===== src/rtl/rom_stream_reader.sv =====
// rom_stream_reader: fetches a run of consecutive words from a synchronous Rom
// (1-cycle registered read). It streams them out on a valid/ready interface
// and marks the final word with out_last.
module rom_stream_reader #(
  parameter int unsigned DATA_WIDTH = 8,
  parameter int unsigned ADDR_WIDTH = 8,
  parameter int unsigned BUF_DEPTH  = 4
) (
  input  logic                  clk,
  input  logic                  rst,
  input  logic                  start,
  input  logic [ADDR_WIDTH-1:0] base_addr,
  input  logic [ADDR_WIDTH:0]   length,
  output logic                  busy,
  output logic                  done,
  output logic [ADDR_WIDTH-1:0] rom_addr,
  input  logic [DATA_WIDTH-1:0] rom_data,
  output logic [DATA_WIDTH-1:0] out_data,
  output logic                  out_valid,
  input  logic                  out_ready,
  output logic                  out_last
);

  localparam int unsigned PW = (BUF_DEPTH > 1) ? $clog2(BUF_DEPTH) : 1;
  localparam int unsigned CW = PW + 1;

  typedef enum logic [1:0] {S_IDLE, S_FETCH, S_DRAIN, S_DONE} state_t;

  state_t                state_q, state_d;
  logic [ADDR_WIDTH-1:0] addr_q, addr_d;
  logic [ADDR_WIDTH:0]   remain_q, remain_d;   // addresses still to issue
  logic                  iss_q, iss_d;         // address on rom_addr this cycle
  logic                  iss_last_q, iss_last_d;
  logic                  iss2_q;               // rom_data valid this cycle
  logic                  iss2_last_q;

  logic [DATA_WIDTH:0]   mem_q [BUF_DEPTH];    // {last, data}
  logic [PW-1:0]         wptr_q, rptr_q;
  logic [CW-1:0]         count_q;

  logic                  credit_ok;
  logic                  buf_wr, buf_rd;
  logic                  head_last;
  logic [CW:0]           inflight;

  // Count buffered words plus both pipe stages so no fetched word can overflow the buffer.
  assign inflight  = {1'b0, count_q} + {{CW{1'b0}}, iss_q} + {{CW{1'b0}}, iss2_q};
  assign credit_ok = inflight < (CW+1)'(BUF_DEPTH);

  assign out_valid = (count_q != '0);
  assign head_last = mem_q[rptr_q][DATA_WIDTH];
  assign out_data  = mem_q[rptr_q][DATA_WIDTH-1:0];
  assign out_last  = out_valid & head_last;
  assign buf_wr    = iss2_q;
  assign buf_rd    = out_valid & out_ready;
  assign busy      = (state_q == S_FETCH) || (state_q == S_DRAIN);
  assign done      = (state_q == S_DONE);
  assign rom_addr  = addr_q;

  // FSM, issue address and pipe-stage registers.
  always_ff @(posedge clk or posedge rst) begin
    if (rst) begin
      state_q     <= S_IDLE;
      addr_q      <= '0;
      remain_q    <= '0;
      iss_q       <= 1'b0;
      iss_last_q  <= 1'b0;
      iss2_q      <= 1'b0;
      iss2_last_q <= 1'b0;
    end else begin
      state_q     <= state_d;
      addr_q      <= addr_d;
      remain_q    <= remain_d;
      iss_q       <= iss_d;
      iss_last_q  <= iss_last_d;
      iss2_q      <= iss_q;
      iss2_last_q <= iss_last_q;
    end
  end

  // Next state and issue decision. The first address goes out on the accepting edge,
  // so a one-word transfer has nothing left to fetch and skips straight to DRAIN.
  always_comb begin
    state_d    = state_q;
    addr_d     = addr_q;
    remain_d   = remain_q;
    iss_d      = 1'b0;
    iss_last_d = 1'b0;
    unique case (state_q)
      S_IDLE: begin
        if (start) begin
          if (length == '0) begin
            state_d = S_DONE;
          end else begin
            addr_d     = base_addr;
            remain_d   = length - 1'b1;
            iss_d      = 1'b1;
            iss_last_d = (length == (ADDR_WIDTH+1)'(1));
            state_d    = (length == (ADDR_WIDTH+1)'(1)) ? S_DRAIN : S_FETCH;
          end
        end
      end
      S_FETCH: begin
        if (credit_ok) begin
          addr_d     = addr_q + 1'b1;
          remain_d   = remain_q - 1'b1;
          iss_d      = 1'b1;
          iss_last_d = (remain_q == (ADDR_WIDTH+1)'(1));
          if (remain_q == (ADDR_WIDTH+1)'(1)) state_d = S_DRAIN;
        end
      end
      S_DRAIN: begin
        if (buf_rd && head_last) state_d = S_DONE;
      end
      S_DONE: begin
        state_d = S_IDLE;
      end
      default: state_d = S_IDLE;
    endcase
  end

  // Output buffer: circular FIFO written from rom_data, read on handshake.
  always_ff @(posedge clk or posedge rst) begin
    if (rst) begin
      for (int unsigned i = 0; i < BUF_DEPTH; i++) mem_q[i] <= '0;
      wptr_q  <= '0;
      rptr_q  <= '0;
      count_q <= '0;
    end else begin
      if (buf_wr) begin
        mem_q[wptr_q] <= {iss2_last_q, rom_data};
        wptr_q        <= wptr_q + PW'(1);
      end
      if (buf_rd) rptr_q <= rptr_q + PW'(1);
      if (buf_wr && !buf_rd)      count_q <= count_q + CW'(1);
      else if (!buf_wr && buf_rd) count_q <= count_q - CW'(1);
    end
  end

endmodule


===== config.mk =====
export PLATFORM = sky130hd
export DESIGN_NAME = rom_stream_reader
export DESIGN_NICKNAME = d
export VERILOG_FILES = /design/src/rtl/rom_stream_reader.sv
export SDC_FILE = /design/constraint.sdc
export NUM_CORES = 1
export LEC_CHECK = 0
export ABC_CLOCK_PERIOD_IN_PS = 2250
export CORE_MARGIN = 2
export CORE_UTILIZATION = 49
export CTS_BUF_LIST = sky130_fd_sc_hd__clkbuf_16
export DETAILED_ROUTE_END_ITERATION = 12
export GPL_TIMING_DRIVEN = 0
export PLACE_DENSITY = 0.78
export SLEW_MARGIN = 20
export SYNTH_ARGS = -nofsm -noshare
export SYNTH_HDL_FRONTEND = slang
export SYNTH_SLANG_ARGS = --single-unit
export TNS_END_PERCENT = 30

===== constraint.sdc =====
create_clock -name clk -period 2.25 [get_ports clk]
set_clock_uncertainty 0.1 [all_clocks]
set_input_delay 0.3375 -clock clk [delete_from_list [all_inputs] [get_ports clk]]
set_output_delay 0.3375 -clock clk [all_outputs]
set_load 0.05 [all_outputs]

==> metrics, run 1 <==
Synth area leaders=dfrtp_1 47%, mux2_2 12%, mux4_2 5.8%; Yosys reg bits=66; syn avg cell area=between 10 and 15 sq um; hold_buf cts=0; clk slew on worst S/H paths=approximately 0.06 ns; crit path kind=reg2reg; mapped cell area=3520 sq um; initial antenna violation count=0; leakage power=between 0.0015 and 0.002 uW; final worst path period share=1.01; CP required=2.36 ns; synth unique cells=48; CP Launch Type=register; synthesized instance count=310; vias in the first global route=2669; hpwl dp=5.15 mm; Bufs on Longest Clock Path=2; share of async-settable or async-resettable flops after synthesis=1.00; layout cells sized above 1=0.243; Final Core Density=0.664; area of the multi-input gates=around 1800 sq um; commonest non-fill, non-tap cell in the layout=dfrtp_1; worst reg2reg path startpoint=remain_q[4]; clock latency at the later pin of the worst-skew pair=0.33 ns; maxcap violations=0; Post-synth EDFFs=0; total CTS buffers=9; diodes inserted=0; Ys Warns=0; final net count=420; GRT overflow=0; top_reg_cell synth=dfrtp_1; Max transition margin=0.669; # H-tree levels=3; Die Y=88.8 um; IO Port Bufs=48; CTS Sinks=66; R2R cell count=5; Cell Rows=30; register area share after synthesis=0.469; Slew Limit Fails=0; final worst slack=-0.0161 ns; Initial DRT Pass Iterations=4; critical path arrival=roughly 2.4 ns; Tot Pwr=roughly 7600 uW; Adder-Cell Fraction of Synth Area=0.0625; Yosys top cell area share=0.469; critical path peak fanout=5; RD Place Congestion=0.927; Via Count=2653; Synth Area in Simple Gates=0.117; maximum clock frequency=441 MHz; largest family of logic cells by synthesized area=multiplexers; # DRC=0; Worst R2R End=state_q[1]; die width=88.8 um; maximum VDD drop=912 uV; clock root buffer=clkbuf_16; compound-gate portion of the synthesized area=0.0976; worst slack at placement=-0.516 ns; CTS tree=done; Syn Nets=356; Area Growth Syn to Fin=29.4%; pin count of the biggest net entering global routing=43; fillers=527; core area=6870 sq um; Total Routing Usage GR=0.205; vias per cell=5.59; CP Capture Type=register; FF/Latch Area=1650 sq um; WL per Instance=15.9 um; remaining antenna violation count after routing=0; Post-Synth XOR/XNOR Area=0.0298; most frequent cells in the layout=65 x dfrtp_1, 37 x mux2_2, 34 x clkdlybuf4s50_1; Synth area leader=dfrtp_1; post-route minimum period=2.27 ns; total die area=about 8000 sq um; worst slew pin tran=approximately 0.49 ns; power density over the cells=1670 nW/um^2; first-pass GRT wire length=12.4 mm; io pins=49; Initial Util=0.513; dpl cells=455; mux contribution to synthesized area=0.190; Final Setup Violations=4; status=complete, but fails checks; count of non-filler cells in the finished layout=475; flop-to-flop setup slack=-0.02 ns; violated checks=setup timing; Fin. Hold Viols=0; drt initial violations=168; RSZ-0062 raised after global routing=yes; Hold Path Class=in2async; DRT Wirelength=7.55 mm
-- cells by family after synthesis --
logic type | after synthesis
xor+xnor | 12
mux | 51
compound gates | 54
buf+inv | 28
simple gates | 82
flops | 66
fa+ha+maj | 17
-- worst max-delay path by stage --
stage | cells past startpoint | slack, ns | from | to
after floorplan | 9 | 0.01 | count_q[0] | count_q[2]
after global placement | 2 | -0.96 | rst | mem_q[28]
after detailed placement | 8 | -0.52 | length[0] | remain_q[3]
after CTS | 5 | -0.05 | remain_q[5] | state_q[1]
after global routing | 5 | -0.17 | remain_q[4] | state_q[1]
final | 5 | -0.02 | remain_q[4] | state_q[1]
-- cells in the mapped netlist (all sizes together), types with 4 or more instances --
| master | instances |
|---|---|
| a21oi | 18 |
| and2 | 4 |
| buf | 4 |
| clkbuf | 6 |
| dfrtp | 66 |
| ha | 16 |
| inv | 18 |
| mux2 | 38 |
| mux2i | 4 |
| mux4 | 9 |
| nand2 | 24 |
| nand3 | 15 |
| nor2 | 15 |
| nor3 | 9 |
| o21ai | 14 |
| o22ai | 6 |
| xnor2 | 7 |
| xor2 | 5 |
-- cell type report --
type	instances	area share
clock buffers	9	0.0494
repair buffers	53	0.118
inverters	18	0.0159
multi-input cells	216	0.392
plain buffers	10	0.0148
flip-flops and latches	66	0.362
clock inverters	7	0.0206
well taps	96	0.0263
-- registers in the layout, indices dropped and copies added, names as in the netlist --
register and cells:
mem_q 36, remain_q 9, rom_addr 8, count_q 3, rptr_q 2, state_q 2
wptr_q 2, buf_wr 1, iss2_last_q 1, iss_last_q 1, iss_q 1
-- power by group --
group	switching (uW)	internal [uW]	total, uW
clock	526	967	1490
combinational	2280	1640	3920
sequential	429	1760	2190
-- worst max-delay path, cell delays in order, from the launching register on --
cell and delay [ns]:
dfrtp_1 0.41, nor4_4 0.41, nand4_1 0.18, nand3b_1 0.19, a222oi_1 0.47, mux2_1 0.37
-- layer usage --
layer | part of all wire | GRT usage | wire length [um] | up-vias
met5 | 0 | 0 | 0 | -
met4 | 0.017 | 0.0826 | 126 | 0
met3 | 0.047 | 0.0326 | 357 | 13
met2 | 0.50 | 0.352 | 3790 | 82
met1 | 0.43 | 0.259 | 3280 | 1313
li1 | - | - | - | 1245
-- stage by stage --
step | hold WS [ns] | TNS, ns | area, sq um
after floorplan | 0.231 | 0 | 3550
after global placement | 0.234 | -70.56 | 4150
after detailed placement | 0.236 | -8.25 | 4170
after CTS | 0.247 | -0.0731 | 4500
after global routing | 0.249 | -0.885 | 4560
final | 0.233 | -0.0278 | 4560
-- timing repair --
action,in CTS,in global routing
endpoints found under the hold margin,0,0
gates resized for setup,29,11
endpoints found under the setup margin,21,24
pin swaps,1,7
buffers inserted,0,4
No activity file was read; power rests on OpenSTA's default activity.
==> run 2, diff against run 1 <==
--- a/config.mk
+++ b/config.mk
@@ -5,13 +5,15 @@
 export SDC_FILE = /design/constraint.sdc
 export NUM_CORES = 1
 export LEC_CHECK = 0
-export ABC_CLOCK_PERIOD_IN_PS = 2250
+export ABC_CLOCK_PERIOD_IN_PS = 2600
 export CORE_MARGIN = 2
-export CORE_UTILIZATION = 49
+export CORE_UTILIZATION = 55
 export CTS_BUF_LIST = sky130_fd_sc_hd__clkbuf_16
 export DETAILED_ROUTE_END_ITERATION = 12
+export DONT_BUFFER_PORTS = 1
 export GPL_TIMING_DRIVEN = 0
-export PLACE_DENSITY = 0.78
+export PLACE_DENSITY = 0.72
+export RECOVER_POWER = 100
 export SLEW_MARGIN = 20
 export SYNTH_ARGS = -nofsm -noshare
 export SYNTH_HDL_FRONTEND = slang
==> constraint.sdc (replaced) <==
create_clock -name clk -period 2.6 [get_ports clk]
set_clock_uncertainty 0.1 [all_clocks]
set_input_delay 0.39 -clock clk [delete_from_list [all_inputs] [get_ports clk]]
set_output_delay 0.39 -clock clk [all_outputs]
set_load 0.05 [all_outputs]
==> run 2 against run 1 <==
- the flow now finishes without violations
- non-clock buffer count fell by 50
- register-to-register slack improved by 0.14 ns
- via count fell by 9.1%
- largest power group unchanged
- highest routed layer unchanged
==> metrics, run 2 (synthesis results as in run 1) <==
Total Routing Usage GR=0.213; CP Launch Type=register; Initial Util=0.561; clock root buffer=clkbuf_16; status=finished clean; CP required=2.75 ns; IO Port Bufs=0; clock latency at the later pin of the worst-skew pair=0.32 ns; die width=84.1 um; hpwl dp=4.85 mm; worst reg2reg path startpoint=count_q[0]; core area=between 6000 and 7000 sq um; leakage power=~0.0017 uW; maxcap violations=0; CTS tree=done; power density over the cells=1480 nW/um^2; RD Place Congestion=about 0.84; io pins=49; maximum VDD drop=890 uV; commonest non-fill, non-tap cell in the layout=dfrtp_1; remaining antenna violation count after routing=0; Hold Path Class=in2reg; Die Y=84.1 um; # DRC=0; worst slew pin tran=1.30 ns; Fin. Hold Viols=0; Area Growth Syn to Fin=11.5%; final net count=370; Hold WS=0.112 ns; GRT overflow=0; Total Neg Setup Slack=0 ns; Slew Limit Fails=0; Via Count=2412; vias in the first global route=between 2000 and 3000; Max transition margin=0.125; pin count of the biggest net entering global routing=39; final worst path period share=0.953; Worst Min Path Start=rom_data[7]; Cell Rows=29; DRT Wirelength=6.72 mm; WL per Instance=16.5 um; Reg with most FFs=mem_q; Initial DRT Pass Iterations=4; critical path arrival=2.62 ns; Final Setup Violations=0; max reg flops=36; RSZ-0062 raised after global routing=no; clk slew on worst S/H paths=0.05 ns; total die area=7060 sq um; final worst slack=0.123 ns; vias per cell=5.94; crit path kind=reg2reg; layout cells sized above 1=0.225; most frequent cells in the layout=65 x dfrtp_1, 37 x mux2_2, 24 x nand2_1; drt initial violations=97; diodes inserted=0; post-route minimum period=about 2.5 ns; dpl cells=roughly 390; count of non-filler cells in the finished layout=~400; worst slack at placement=-0.104 ns; beginning of the critical path=count_q[0]; fillers=between 400 and 500; Bufs on Longest Clock Path=2; CTS Sinks=66; CP Capture Type=register; initial antenna violation count=0; maximum clock frequency=404 MHz; Final Core Density=0.626; critical path peak fanout=4; # H-tree levels=3; first-pass GRT wire length=11.8 mm; total CTS buffers=9
-- run 2: cell count changes in the layout (fill, tap and decap cells not counted), moves of 3 or more --
| cell | before | now |
|---|---|---|
| clkdlybuf4s50_1 | 34 | 0 |
| buf_4 | 7 | 1 |
| clkdlybuf4s15_2 | 6 | 0 |
| dlygate4sd2_1 | 5 | 0 |
| clkbuf_1 | 4 | 8 |
| dlymetal6s2s_1 | 3 | 0 |
-- run 2: power breakdown --
| part | internal, uW | switching (uW) | total, uW |
|---|---|---|---|
| sequential | 1520 | 573 | 2090 |
| combinational | 1050 | 1630 | 2680 |
| clock | 631 | 422 | 1050 |
-- run 2: final cells by class --
type	instances	area [sq um]	share of cell area
Buffer	10	48.8	0.0124
Inverter	18	68.8	0.0175
Tap cell	77	96.3	0.0245
Sequential cell	66	1650	0.420
Clock inverter	7	37.5	0.00955
Multi-Input combinational cell	216	1760	0.449
Timing Repair Buffer	3	37.5	0.00955
Clock buffer	9	225	0.0573
-- run 2: path summary, 6_finish.rpt --
kind,end,slack [ns],depth (start not counted)
max in group asynchronous,count_q[0],0.95,3
max reg2reg,count_q[2],0.12,9
max,count_q[2],0.12,9
min reg2reg,iss2_last_q,0.25,0
min,mem_q[16],0.11,1
min in group asynchronous,mem_q[11],0.71,2
-- run 2: worst max-delay path, cell delays in order, from the launching register on --
cell	delay, ns
dfrtp_2	0.43
or3_4	0.50
and2_4	0.20
inv_1	0.08
ha_2	0.19
inv_1	0.05
fa_1	0.38
xor2_1	0.17
nor2_1	0.13
xor2_1	0.16
-- run 2: per-layer routing --
layer / wire length [um] / part of all wire / GRT usage / vias up
met2: 3280 / 0.49 / 0.347 / 74
met1: 2960 / 0.44 / 0.272 / 1167
met3: 373 / 0.056 / 0.0574 / 9
li1: - / - / - / 1162
met4: 97 / 0.014 / 0.0792 / 0
met5: 0 / 0 / 0 / -
-- run 2: what timing repair did --
item / in CTS / in global routing
hold buffers: 1 / 0
setup buffers: 0 / 1
endpoints found under the setup margin: 2 / 2
pin swaps: 0 / 3
endpoints found under the hold margin: 28 / 0
gates resized for setup: 1 / 4
-- run 2: per-stage QoR --
stage | total power [uW] | cell area, sq um
floorplan | 4300 | 3520
global placement | 4670 | 3620
detailed placement | 4780 | 3640
CTS | 5850 | 3920
global route | 6240 | 3930
finish | 5830 | 3930
==> run 3, diff against run 2 <==
--- a/config.mk
+++ b/config.mk
@@ -14,7 +14,6 @@
 export GPL_TIMING_DRIVEN = 0
 export PLACE_DENSITY = 0.72
 export RECOVER_POWER = 100
-export SLEW_MARGIN = 20
 export SYNTH_ARGS = -nofsm -noshare
 export SYNTH_HDL_FRONTEND = slang
 export SYNTH_SLANG_ARGS = --single-unit
==> run 3 against run 2 <==
- flip-flop and latch count did not move
- sequential share of layout area rose by 0.15 points
- critical endpoint unchanged
- clock power barely moved
- final cell count did not move
- hold slack barely moved
- critical path type unchanged
==> metrics, run 3 (synthesis results as in run 1) <==
status=finished clean; vias per cell=just under 6; power density over the cells=1490 nW/um^2; CTS Sinks=66; clock latency at the later pin of the worst-skew pair=0.32 ns; Final Setup Violations=0; Hold WS=between 0.1 and 0.15 ns; hpwl dp=a little under 5 mm; RD Place Congestion=0.836; Slew Limit Fails=0; Bufs on Longest Clock Path=2; initial antenna violation count=0; sequential share of power=0.359; crit-path max cell delay=0.50 ns; core area=6280 sq um; DRT Wirelength=6.70 mm; Max transition margin=0.288; worst reg2reg path startpoint=count_q[0]; max reg flops=36; drt initial violations=77; sw power=2630 uW; most frequent cells in the layout=65 x dfrtp_1, 37 x mux2_2, 24 x nand2_1; switching part of the total power=0.451; crit path buf inv count=2; maximum clock frequency=404 MHz; commonest non-fill, non-tap cell in the layout=dfrtp_1; Int Power=3190 uW; crit path kind=reg2reg; Worst path depth=9; R2R cell count=9; IO Port Bufs=0; RSZ-0062 raised after global routing=no; Reg with most FFs=mem_q; Initial DRT Pass Iterations=4; CP Launch Type=register; Total Routing Usage GR=0.213; die width=around 84 um; Comb power frac=0.460; WL per Instance=16.5 um; first-pass GRT wire length=roughly 12 mm; CTS tree=done; post-route minimum period=2.48 ns; CP Capture Type=register; total CTS buffers=9; diodes inserted=0; fillers=498; Hold EP=mem_q[16]; CP required=2.75 ns; Initial Util=0.561; Hold Path Class=in2reg; remaining antenna violation count after routing=0; # H-tree levels=3; total die area=7060 sq um; design area=3920 sq um; critical path peak fanout=4; CP top delay family=simple AND/OR/NAND/NOR gates; Tot Pwr=5820 uW; io pins=49; critical path arrival=2.62 ns; final worst path period share=0.953; maximum VDD drop=890 uV; placed instance area=3640 sq um; layout cells sized above 1=0.222; worst slew pin tran=between 1 and 1.5 ns; Fin. Hold Viols=0; hold depth=1; Via Count=2409; flop-to-flop setup slack=0.12 ns; # DRC=0; Worst R2R End=count_q[2]; Die Y=84.1 um; clk slew on worst S/H paths=0.05 ns; crit path max-delay cell type=or3_4; pin count of the biggest net entering global routing=39; maxcap violations=0; leakage power=about 0.0017 uW; vias in the first global route=2518; Worst Min Path Start=rom_data[7]; clock network fraction of total power=0.181; Cell Rows=29; final net count=370; Area Growth Syn to Fin=11.1%; GRT overflow=0; clock root buffer=clkbuf_16; worst path cell trace=or3_4 -> and2_4 -> inv_1 -> ha_2 -> inv_1 -> fa_1 -> xor2_1 -> nor2_1 -> xor2_1
[run 3: cell count changes in the layout (fill, tap and decap cells not counted), sizes merged]
cell	change
clkinvlp	-1
buf	-1
inv	+1
clkbuf	+1
[run 3: area by class of cell]
class / instances / area, sq um / area share
clock buffers: 9 / 225 / 0.0575
flip-flops and latches: 66 / 1650 / 0.422
multi-input cells: 216 / 1760 / 0.450
repair buffers: 3 / 25.0 / 0.00639
well taps: 77 / 96.3 / 0.0246
plain buffers: 10 / 48.8 / 0.0125
inverters: 18 / 67.6 / 0.0172
clock inverters: 7 / 37.5 / 0.00958
[run 3: metal layers]
layer | vias up | GRT usage | routed length [um]
met5 | - | 0 | 0
met4 | 0 | 0.0792 | 97
met3 | 9 | 0.0574 | 342
met2 | 73 | 0.347 | 3270
met1 | 1166 | 0.273 | 2990
li1 | 1161 | - | -
[run 3: how the worst max path moves through the flow]
stage	end	slack, ns	from
after floorplan	count_q[2]	0.05	count_q[0]
after global placement	mem_q[9]	-0.22	rst
after detailed placement	count_q[2]	-0.10	count_q[0]
after CTS	count_q[2]	0.06	count_q[0]
after global routing	count_q[2]	0.006	count_q[0]
final	count_q[2]	0.12	count_q[0]
[run 3: repair_timing]
item	4_1_cts	5_1_grt
pin swaps	0	3
hold endpoints to repair	28	0
hold buffers	1	0
gates resized for setup	1	4
setup buffers	0	1
endpoints found under the setup margin	2	2
[run 3: power groups by stage]
stage	registers [uW]	clock network [uW]	logic (uW)
2_1_floorplan	2000	0	2300
3_3_place_gp	2070	0	2610
3_5_place_dp	2100	0	2680
4_1_cts	2090	1070	2690
5_1_grt	2160	1130	2950
6_report	2090	1050	2680
[run 3: through the flow]
stage	std cells	util	setup WS (ns)	TNS [ns]
floorplan	310	-	0.0509	0
global placement	387	0.577	-0.223	-14.58
detailed placement	388	0.580	-0.104	-0.108
CTS	405	0.624	0.0627	0
global route	406	0.624	0.00629	0
finish	406	0.624	0.123	0
